==> config.mk <==
export PLATFORM = sky130hd
export DESIGN_NAME = joy_dir_filter
export DESIGN_NICKNAME = d
export VERILOG_FILES = /design/src/rtl/joy_pkg.sv /design/src/rtl/joy_debounce.sv /design/src/rtl/joy_dir_filter.sv
export SDC_FILE = /design/constraint.sdc
export NUM_CORES = 1
export LEC_CHECK = 0
export ABC_AREA = 1
export CAP_MARGIN = 40
export CORE_AREA = 2 2 100 102
export DETAILED_ROUTE_END_ITERATION = 8
export DIE_AREA = 0 0 102 104
export PLACE_DENSITY = 0.66
export SYNTH_ARGS = -nofsm -noshare
export SYNTH_HDL_FRONTEND = slang
export SYNTH_SLANG_ARGS = --single-unit
==> constraint.sdc <==
create_clock -name clk_sys -period 5.43 [get_ports clk_sys]
set_clock_uncertainty 0.2 [all_clocks]
set_input_delay 1.086 -clock clk_sys [delete_from_list [all_inputs] [get_ports clk_sys]]
set_output_delay 1.086 -clock clk_sys [all_outputs]
set_load 0.03 [all_outputs]
==> src/rtl/joy_pkg.sv <==
// Shared constants and helpers for the joystick direction conditioner.
package joy_pkg;

  localparam logic [1:0] JOY_8WAY   = 2'd0;
  localparam logic [1:0] JOY_4WAY   = 2'd1;
  localparam logic [1:0] JOY_2WAY_H = 2'd2;
  localparam logic [1:0] JOY_2WAY_V = 2'd3;

  // Bit positions inside a player's {U,D,L,R} nibble
  localparam int unsigned JR = 0;
  localparam int unsigned JL = 1;
  localparam int unsigned JD = 2;
  localparam int unsigned JU = 3;

  typedef enum logic {AX_H = 1'b0, AX_V = 1'b1} axis_e;

  // Axis pairs are packed {hi,lo} = {L,R} or {U,D}; hi wins a same-cycle tie.
  // Returns the updated "last pressed" side (1 = hi, 0 = lo).
  function automatic logic pair_last(input logic [1:0] is_new, input logic last_q);
    if (is_new[1]) return 1'b1;
    if (is_new[0]) return 1'b0;
    return last_q;
  endfunction

  // Resolves one opposing pair under the selected SOCD policy.
  function automatic logic [1:0] pair_out(input logic [1:0] held, input logic last_hi,
                                          input logic socd);
    if (held == 2'b11) begin
      if (socd) return 2'b00;
      return last_hi ? 2'b10 : 2'b01;
    end
    return held;
  endfunction

endpackage

==> src/rtl/joy_debounce.sv <==
// Per-player two-flop synchroniser followed by a restart-on-change debouncer.
module joy_debounce #(
  parameter int unsigned DEB_W      = 16,
  parameter int unsigned DEB_CYCLES = 48000
) (
  input  logic       clk_i,
  input  logic       rst_ni,
  input  logic [3:0] raw_i,
  output logic [3:0] stable_o
);

  logic [3:0] sync1_q, sync2_q;

  // Two-flop synchroniser for the asynchronous direction bits
  always_ff @(posedge clk_i or negedge rst_ni) begin
    if (!rst_ni) begin
      sync1_q <= '0;
      sync2_q <= '0;
    end else begin
      sync1_q <= raw_i;
      sync2_q <= sync1_q;
    end
  end

  if (DEB_CYCLES == 0) begin : g_bypass
    assign stable_o = sync2_q;
  end else begin : g_deb
    localparam logic [DEB_W-1:0] DEB_MAX = DEB_W'(DEB_CYCLES);

    logic [3:0]       cand_q, cand_d, stable_q, stable_d;
    logic [DEB_W-1:0] cnt_q, cnt_d;

    // Restart on any change; accept the candidate as the count reaches DEB_MAX
    always_comb begin
      cand_d   = cand_q;
      cnt_d    = cnt_q;
      stable_d = stable_q;
      if (sync2_q != cand_q) begin
        cand_d = sync2_q;
        cnt_d  = '0;
      end else if (cnt_q != DEB_MAX) begin
        cnt_d = cnt_q + 1'b1;
        if (cnt_d == DEB_MAX) stable_d = cand_q;
      end
    end

    // Debounce state registers
    always_ff @(posedge clk_i or negedge rst_ni) begin
      if (!rst_ni) begin
        cand_q   <= '0;
        cnt_q    <= '0;
        stable_q <= '0;
      end else begin
        cand_q   <= cand_d;
        cnt_q    <= cnt_d;
        stable_q <= stable_d;
      end
    end

    assign stable_o = stable_q;
  end

endmodule

==> src/rtl/joy_dir_filter.sv <==
// N-player joystick conditioner: debounce, SOCD resolve, way restriction, change strobe.
module joy_dir_filter
  import joy_pkg::*;
#(
  parameter int unsigned NPLAYERS   = 2,
  parameter int unsigned DEB_W      = 16,
  parameter int unsigned DEB_CYCLES = 48000
) (
  input  logic                  clk_sys,
  input  logic                  reset_n,
  input  logic [1:0]            mode,
  input  logic                  socd,
  input  logic [4*NPLAYERS-1:0] joy_in,
  output logic [4*NPLAYERS-1:0] joy_out,
  output logic [NPLAYERS-1:0]   changed
);

  for (genvar p = 0; p < NPLAYERS; p++) begin : g_player
    logic [3:0] stable, stable_q, new_v, out_d, out_q;
    logic       last_h_q, last_h_d, last_v_q, last_v_d;
    logic       h_act, v_act, h_act_q, v_act_q, chg_q;
    logic [1:0] h_res, v_res;
    axis_e      last_axis_q, last_axis_d;

    joy_debounce #(
      .DEB_W      (DEB_W),
      .DEB_CYCLES (DEB_CYCLES)
    ) u_deb (
      .clk_i    (clk_sys),
      .rst_ni   (reset_n),
      .raw_i    (joy_in[4*p +: 4]),
      .stable_o (stable)
    );

    // Resolve each axis, then apply the way restriction
    always_comb begin
      new_v       = stable & ~stable_q;
      last_h_d    = pair_last({new_v[JL], new_v[JR]}, last_h_q);
      last_v_d    = pair_last({new_v[JU], new_v[JD]}, last_v_q);
      h_res       = pair_out({stable[JL], stable[JR]}, last_h_d, socd);
      v_res       = pair_out({stable[JU], stable[JD]}, last_v_d, socd);
      h_act       = |h_res;
      v_act       = |v_res;
      last_axis_d = last_axis_q;
      if (h_act && !h_act_q)      last_axis_d = AX_H;
      else if (v_act && !v_act_q) last_axis_d = AX_V;
      out_d = {v_res, h_res};
      case (mode)
        JOY_8WAY:   out_d = {v_res, h_res};
        JOY_4WAY: begin
          if (h_act && v_act)
            out_d = (last_axis_d == AX_H) ? {2'b00, h_res} : {v_res, 2'b00};
        end
        JOY_2WAY_H: out_d = {2'b00, h_res};
        default:    out_d = {v_res, 2'b00};
      endcase
    end

    // Per-player memory, registered output and change strobe
    always_ff @(posedge clk_sys or negedge reset_n) begin
      if (!reset_n) begin
        stable_q    <= '0;
        last_h_q    <= 1'b0;
        last_v_q    <= 1'b0;
        h_act_q     <= 1'b0;
        v_act_q     <= 1'b0;
        last_axis_q <= AX_H;
        out_q       <= '0;
        chg_q       <= 1'b0;
      end else begin
        stable_q    <= stable;
        last_h_q    <= last_h_d;
        last_v_q    <= last_v_d;
        h_act_q     <= h_act;
        v_act_q     <= v_act;
        last_axis_q <= last_axis_d;
        out_q       <= out_d;
        chg_q       <= (out_d != out_q);
      end
    end

    assign joy_out[4*p +: 4] = out_q;
    assign changed[p]        = chg_q;
  end

endmodule

==> results of run 1 <==
## area by class of cell
type                       count  area, µm²  share of cell area
sequential                    92       2300               0.457
clock inverter                 7       80.1              0.0159
tap                          133        166              0.0330
multi-input combinational    330       1810               0.360
timing repair buffer          24        236              0.0469
inverter                      84        320              0.0635
clock buffer                   9        124              0.0246
## metal layers
layer,vias to the layer above,part of all wire
met3,12,0.020
li1,1632,-
met2,23,0.47
met1,1487,0.50
met4,0,0.019
met5,-,0
## power groups by stage
| stage | sequential [W] | combinational (W) | clock (W) |
|---|---|---|---|
| 6_report | 0.000700 | 0.0000419 | 0.000453 |
| 5_1_grt | 0.000702 | 0.0000483 | 0.000502 |
| 4_1_cts | 0.000701 | 0.0000436 | 0.000472 |
| 3_5_place_dp | 0.000714 | 0.0000434 | 0 |
| 3_3_place_gp | 0.000714 | 0.0000420 | 0 |
| 2_1_floorplan | 0.000713 | 0.0000173 | 0 |
## synthesized netlist by cell type, drive strengths merged (2+ instances only)
| cell type | count | area share |
|---|---|---|
| o21ai | 7 | 0.0086 |
| nand4 | 14 | 0.023 |
| nand3 | 30 | 0.038 |
| nand3b | 8 | 0.013 |
| xnor2 | 9 | 0.019 |
| clkbuf | 9 | 0.0075 |
| buf | 3 | 0.0042 |
| xor2 | 20 | 0.042 |
| nor2 | 74 | 0.082 |
| ha | 6 | 0.017 |
| nor3 | 18 | 0.028 |
| nand2 | 135 | 0.12 |
| and3 | 2 | 0.0028 |
| nor4 | 4 | 0.0056 |
| dfrtp | 92 | 0.51 |
| inv | 84 | 0.071 |
## worst max path at each step
stage                              start                 to  slack (ns)  cells after the start
floorplan                           socd  g_player[1].chg_q        3.02                     14
global placement                    socd  g_player[1].chg_q        2.41                     15
detailed placement                  socd  g_player[0].chg_q        2.36                     13
CTS                 g_player[1].out_q[2]         joy_out[6]        2.67                      1
global route                        socd  g_player[0].chg_q        2.53                     13
finish              g_player[1].out_q[0]         joy_out[4]        2.70                      1
## flip-flops by register name, summed over array words and instances, names as in the netlist
register                     cells
g_player.chg_q                   2
g_player.h_act_q                 2
g_player.last_axis_q             2
g_player.last_h_q                2
g_player.last_v_q                2
g_player.out_q                   8
g_player.stable_q                8
g_player.u_deb.g_deb.cand_q      8
g_player.u_deb.g_deb.cnt_q      32
g_player.u_deb.stable_o          8
g_player.u_deb.sync1_q           8
g_player.u_deb.sync2_q           8
g_player.v_act_q                 2
## kinds of logic after synthesis
| logic type | count (synthesis) | share of synthesized area |
|---|---|---|
| and+or+nand+nor | 286 | 0.314 |
| adders and majority gates | 6 | 0.0167 |
| DFF | 92 | 0.513 |
| xor gates and xnor gates | 29 | 0.0616 |
| buffers and inverters | 96 | 0.0831 |
| AOI/OAI and AO/OA | 9 | 0.0114 |
## stage by stage
| step | cells | utilization |
|---|---|---|
| floorplan | 518 | - |
| global placement | 662 | 0.506 |
| detailed placement | 663 | 0.507 |
| CTS | 679 | 0.528 |
| global route | 679 | 0.528 |
| finish | 679 | 0.528 |
==> summary.md, run 1 <==
| Metric | Value |
|---|---|
| Hold WC Path Type | register to register |
| Filler cells | 916 |
| Seq pwr share | 0.586 |
| VDD IR-drop max | 144 µV |
| FF-to-FF path depth | 13 |
| CTS tree | done |
| CP Data Arrival Time | 1.44 ns |
| Crit Path Class | register to output pin |
| CTS sink cnt | 92 |
| Worst Max-Slew Pin Slew | a little over 0.7 ns |
| Final Hold Vio Count | 0 |
| Hold-fix buffers, CTS | 0 |
| DIE AREA | 10600 µm² |
| Required @ worst endpoint | ~4.1 ns |
| Post-synth EDFFs | 0 |
| Worst path bufs/invs | 1 |
| Hold Path Origin | g_player[0].u_deb.sync1_q[1] |
| DP Wirelength | 5.56 mm |
| Worst path cell trace | clkdlybuf4s50_1 |
| Post-Syn Area | roughly 4500 µm² |
| Primary FF master, synth | dfrtp_1 |
| Yosys cell types | 34 |
| Via density | 4.65 |
| Crit Reg-Reg Endpoint | g_player[0].u_deb.stable_o[0] |
| IO Count | 23 |
| Switching power | between 0.0003 and 0.0004 W |
| Clk Tree Root Cell | clkbuf_8 |
| Antenna violations before repair | 0 |
| Core Region | 9550 µm² |
| Worst reg2reg setup slack | between 3 and 4 ns |
| Sw frac | 0.254 |
| GPL Wtd Cong | between 0.8 and 0.9 |
| Hold path endpoint | g_player[0].u_deb.sync2_q[1] |
| Area added between synthesis and finish | 12.4% |
| Fin Setup TNS | 0 ns |
| Final setup viols | 0 |
| DP Worst Slack | ~2.4 ns |
| Critical Path Slowest Stage Cell | clkdlybuf4s50_1 |
| Mapped Cells | 518 |
| Met1 GRT Util | 0.221 |
| Max incr delay on CP | 0.68 ns |
| Routed via count | roughly 3200 |
| RSZ-0062 raised after global routing | no |
| Initial core utilization | 0.470 |
| CTS Buf Count | 9 |
| Internal power | 0.000892 W |
| WL/cell | 10.9 µm |
| Slew margin rel. | 0.525 |
| Final Worst Setup Slack | between 2 and 3 ns |
| PwrDens | 237 nW/µm² |
| Final ANT Viol Nets | 0 |
| Clock slew at reported path FFs | ~0.1 ns |
| Max FO, Critical Path | 3 |
| Max-capacitance violation count | 0 |
| Gr busiest metal | met2 |
| Remaining DRCs | 0 |
| Top delay family on crit path | buffers and inverters |
| Final Cell Area | 5040 µm² |
| Die height | 104 µm |
| Rows | 36 |
| Most common cell after layout, fill and taps aside | nand2_1 |
| GR Util met3 | 0.0262 |
| Htree depth | 3 |
| Max Freq | 0.366 GHz |
| Crit. End Element | output pin |
| Post-synthesis register bit count | 92 |
| Max Slew Vio Count | 0 |
| Tcrit/Tclk final | 0.503 |
| Post-CTS sizing | 0 |
| Number of global-route vias before repair | 3091 |
| Seq/Total Area, Yosys | 0.513 |
| Global-route wire length before repair | 13.6 mm |
| CP Launch Type | register |
| DP Area | 4840 µm² |
| Met2 GRT Util | 0.252 |
| Worst skew pair latency | 0.37 ns |
| TritonRoute pass-1 iters | 6 |
| Clock Power Share | 0.379 |
| Share of layout cells above drive strength 1 | 0.126 |
| Most frequent cells in the layout | 124 x nand2_1, 92 x dfrtp_1, 73 x inv_1 |
| 1st-iter DRT viols | 138 |
| Async S/R FF share, synth | 1.00 |
| Antenna diode count | 0 |
| Hold Crit Depth | 0 |
| Status | finished, final reports clean |
| Largest net degree at the start of global routing | 59 |
| I/O Buffers | 22 |
| GRT Util Overall | 0.160 |
| Gate power share | 0.035 |
| Die Wd | 102 µm |
| Tmin final | 2.73 ns |
| Gr ovfl total | 0 |
| Layout Nets | 560 |
| DRT Wirelength | 7.40 mm |
| RR Startpoint | g_player[0].u_deb.g_deb.cnt_q[0] |
| Post-Syn Nets | 537 |
| WHS | between 0.15 and 0.2 ns |
| Yosys warnings | 0 |
| Max clock buf depth | 2 |
| Setup bufs post-CTS | 0 |
| Power, Total | 0.00120 W |
| Leakage power | 2.32 nW |
| Syn Area/Cell | 8.66 µm² |
Power figures use the tool's default switching activity.
==> inputs of run 2 (changes only) <==
Settings changed: PLACE_DENSITY 0.66 to 0.69.
Clock period 5.43 ns to 2.2 ns, I/O delays scaled along.
==> run 2 against run 1 <==
Against the previous run: the flow now finishes with violations (negative setup slack); clock power rose to 2.6 times the previous value; sequential cell count stayed put; count of clock-buffer cells in the layout unchanged; routed wire length up 15%; die area did not move; sequential power up 150%; highest routed layer unchanged; setup slack got worse by 2.7 ns; hold slack improved by 0.00068 ns; cell area increased by 9.4%; global-route usage grew 0.81 points; critical path depth increased by 12; largest cell class unchanged.
==> summary.md, run 2 (synthesis gave the netlist of run 1 again) <==
| Metric | Value |
|---|---|
| Status | finished with violations (was finished, final reports clean) |
| Failing checks | negative setup slack |
| Clk Tree Root Cell | clkbuf_8 (unchanged) |
| Crit Path Class | register to register (was register to output pin) |
| Hold WC Path Type | register to register (unchanged) |
| Max clock buf depth | 2 (unchanged) |
| Worst skew pair latency | 0.36 ns (was 0.37 ns) |
| 1st-iter DRT viols | 147 (was 138) |
| Max FO, Critical Path | 5 (was 3) |
| Tcrit/Tclk final | 1.02 |
| Final Worst Setup Slack | -0.0446 ns (was 2.70 ns) |
| Layout Nets | 600 (was 560) |
| Gr ovfl total | 0 (unchanged) |
| Routed via count | 3392 (was 3154) |
| Remaining DRCs | 0 (unchanged) |
| CTS Buf Count | 9 (unchanged) |
| DIE AREA | 10600 µm² (unchanged) |
| DP Wirelength | 5.96 mm (was 5.56 mm) |
| DP Worst Slack | -0.255 ns (was 2.36 ns) |
| Largest Register | g_player.u_deb.g_deb.cnt_q (unchanged) |
| Rows | 36 (unchanged) |
| Fin util | 0.578 (was 0.528) |
| Final setup viols | 4 (was 0) |
| Worst Max-Slew Pin Slew | 0.578 ns (was 0.712 ns) |
| Largest net degree at the start of global routing | 51 (was 59) |
| Via density | 4.72 (was 4.65) |
| VDD IR-drop max | 413 µV (was 144 µV) |
| GRT Util Overall | 0.168 (was 0.160) |
| Most frequent cells in the layout | 113 x nand2_1, 91 x dfrtp_1, 71 x inv_1 (was 124 x nand2_1, 92 x dfrtp_1, 73 x inv_1) |
| I/O Buffers | 22 (unchanged) |
| Number of global-route vias before repair | 3409 (was 3091) |
| CP Launch Type | register (unchanged) |
| Max Slew Vio Count | 0 (unchanged) |
| TritonRoute pass-1 iters | 4 (was 6) |
| Final Hold Vio Count | 0 (unchanged) |
| CP Data Arrival Time | 2.33 ns (was 1.44 ns) |
| Crit. End Element | register (was output pin) |
| Filler cells | 862 (was 916) |
| Slew margin rel. | 0.611 (was 0.525) |
| PwrDens | 551 nW/µm² (was 237 nW/µm²) |
| Fin cells | 719 (was 679) |
| Area added between synthesis and finish | 22.9% (was 12.4%) |
| Die Wd | 102 µm (unchanged) |
| GPL Wtd Cong | 0.837 (was 0.851) |
| WL/cell | 11.8 µm (was 10.9 µm) |
| RSZ-0062 raised after global routing | yes (was no) |
| Share of layout cells above drive strength 1 | 0.235 (was 0.126) |
| Initial core utilization | 0.470 (unchanged) |
| Most common cell after layout, fill and taps aside | nand2_1 (unchanged) |
| Placed Cells | 688 (was 663) |
| Required @ worst endpoint | 2.29 ns (was 4.14 ns) |
| Max-capacitance violation count | 0 (unchanged) |
| Htree depth | 3 (unchanged) |
| DRT Wirelength | 8.49 mm (was 7.40 mm) |
| Clock slew at reported path FFs | 0.10 ns (about the same) |
| CTS tree | done (unchanged) |
| IO Count | 23 (unchanged) |
| Global-route wire length before repair | 14.6 mm (was 13.6 mm) |
| Largest register FFs | 32 (unchanged) |
| Leakage power | 2.54 nW (was 2.32 nW) |
| Max Freq | 0.446 GHz |
| Final ANT Viol Nets | 0 (unchanged) |
| Tmin final | 2.24 ns |
| Die height | 104 µm (unchanged) |
| Antenna diode count | 0 (unchanged) |
| Antenna violations before repair | 0 (unchanged) |
| CTS sink cnt | 92 (unchanged) |
| Core Region | 9550 µm² (unchanged) |
[run 2: changes by cell type in the layout (fill, tap and decap cells not counted), sizes merged]
cell         change
clkinv           -3
dlygate4sd3      +1
buf             +39
bufinv           +1
inv              +2
[run 2: routing by layer]
| metal | GRT usage | part of all wire |
|---|---|---|
| met1 | 0.232 | 0.45 |
| met2 | 0.268 | 0.51 |
| met3 | 0.0289 | 0.024 |
| met4 | 0.0581 | 0.017 |
| met5 | 0 | 0 |
[run 2: final cells by class]
type | instances | area [µm²] | area share
clock buffer | 9 | 124 | 0.0225
clock inverter | 7 | 86.3 | 0.0157
inverter | 84 | 320 | 0.0581
multi-input combinational | 330 | 1960 | 0.355
sequential | 92 | 2300 | 0.418
tap | 133 | 166 | 0.0302
timing repair buffer | 64 | 556 | 0.101
[run 2: per-stage QoR]
step | setup TNS (ns) | instance area [µm²] | power, W | hold WS, ns
global placement | -0.399 | 5030 | 0.00187 | 0.114
floorplan | 0 | 4490 | 0.00180 | -0.0556
finish | -0.109 | 5520 | 0.00304 | 0.159
CTS | 0 | 5280 | 0.00308 | 0.160
global route | -1.17 | 5520 | 0.00316 | 0.164
detailed placement | -0.899 | 5030 | 0.00188 | 0.117
[run 2: where the power goes]
part / switching [W] / total, W / internal (W) / leakage [nW]
Sequential: 0.0000136 / 0.00173 / 0.00171 / 1.22
Combinational: 0.0000706 / 0.000116 / 0.0000455 / 1.22
Clock: 0.000640 / 0.00119 / 0.000553 / 0.105
Total: 0.000724 / 0.00304 / 0.00231 / 2.54
[run 2: final timing paths]
| check | start | end | slack [ns] | cells past startpoint |
|---|---|---|---|---|
| worst max-delay path | g_player[0].u_deb.g_deb.cnt_q[1] | g_player[0].u_deb.stable_o[3] | -0.04 | 13 |
| worst min-delay path | g_player[0].u_deb.sync1_q[3] | g_player[0].u_deb.sync2_q[3] | 0.16 | 0 |
| worst max register to register | g_player[0].u_deb.g_deb.cnt_q[1] | g_player[0].u_deb.stable_o[3] | -0.04 | 13 |
| worst min register to register | g_player[0].u_deb.sync1_q[3] | g_player[0].u_deb.sync2_q[3] | 0.16 | 0 |
| max in group asynchronous | reset_n | g_player[1].stable_q[2] | 0.93 | 3 |
| min in group asynchronous | reset_n | g_player[1].u_deb.g_deb.cnt_q[3] | 0.28 | 2 |
[run 2: what timing repair did]
action	4_1_cts	5_1_grt
setup endpoints to repair	4	10
hold buffers	1	0
setup buffers	2	12
hold endpoints to repair	15	0
pin swaps	2	24
gates resized for setup	2	39
[run 2: critical path, stage by stage (launching register included)]
cell,delay [ns]
dfrtp_1,0.39
ha_2,0.21
nand2_2,0.08
nor2_4,0.18
nand2_2,0.11
nor2_4,0.15
nand3_2,0.11
xor2_2,0.20
nand3_2,0.12
nor2_4,0.17
nand2_2,0.10
nand2_1,0.08
nand2_1,0.05
inv_1,0.04
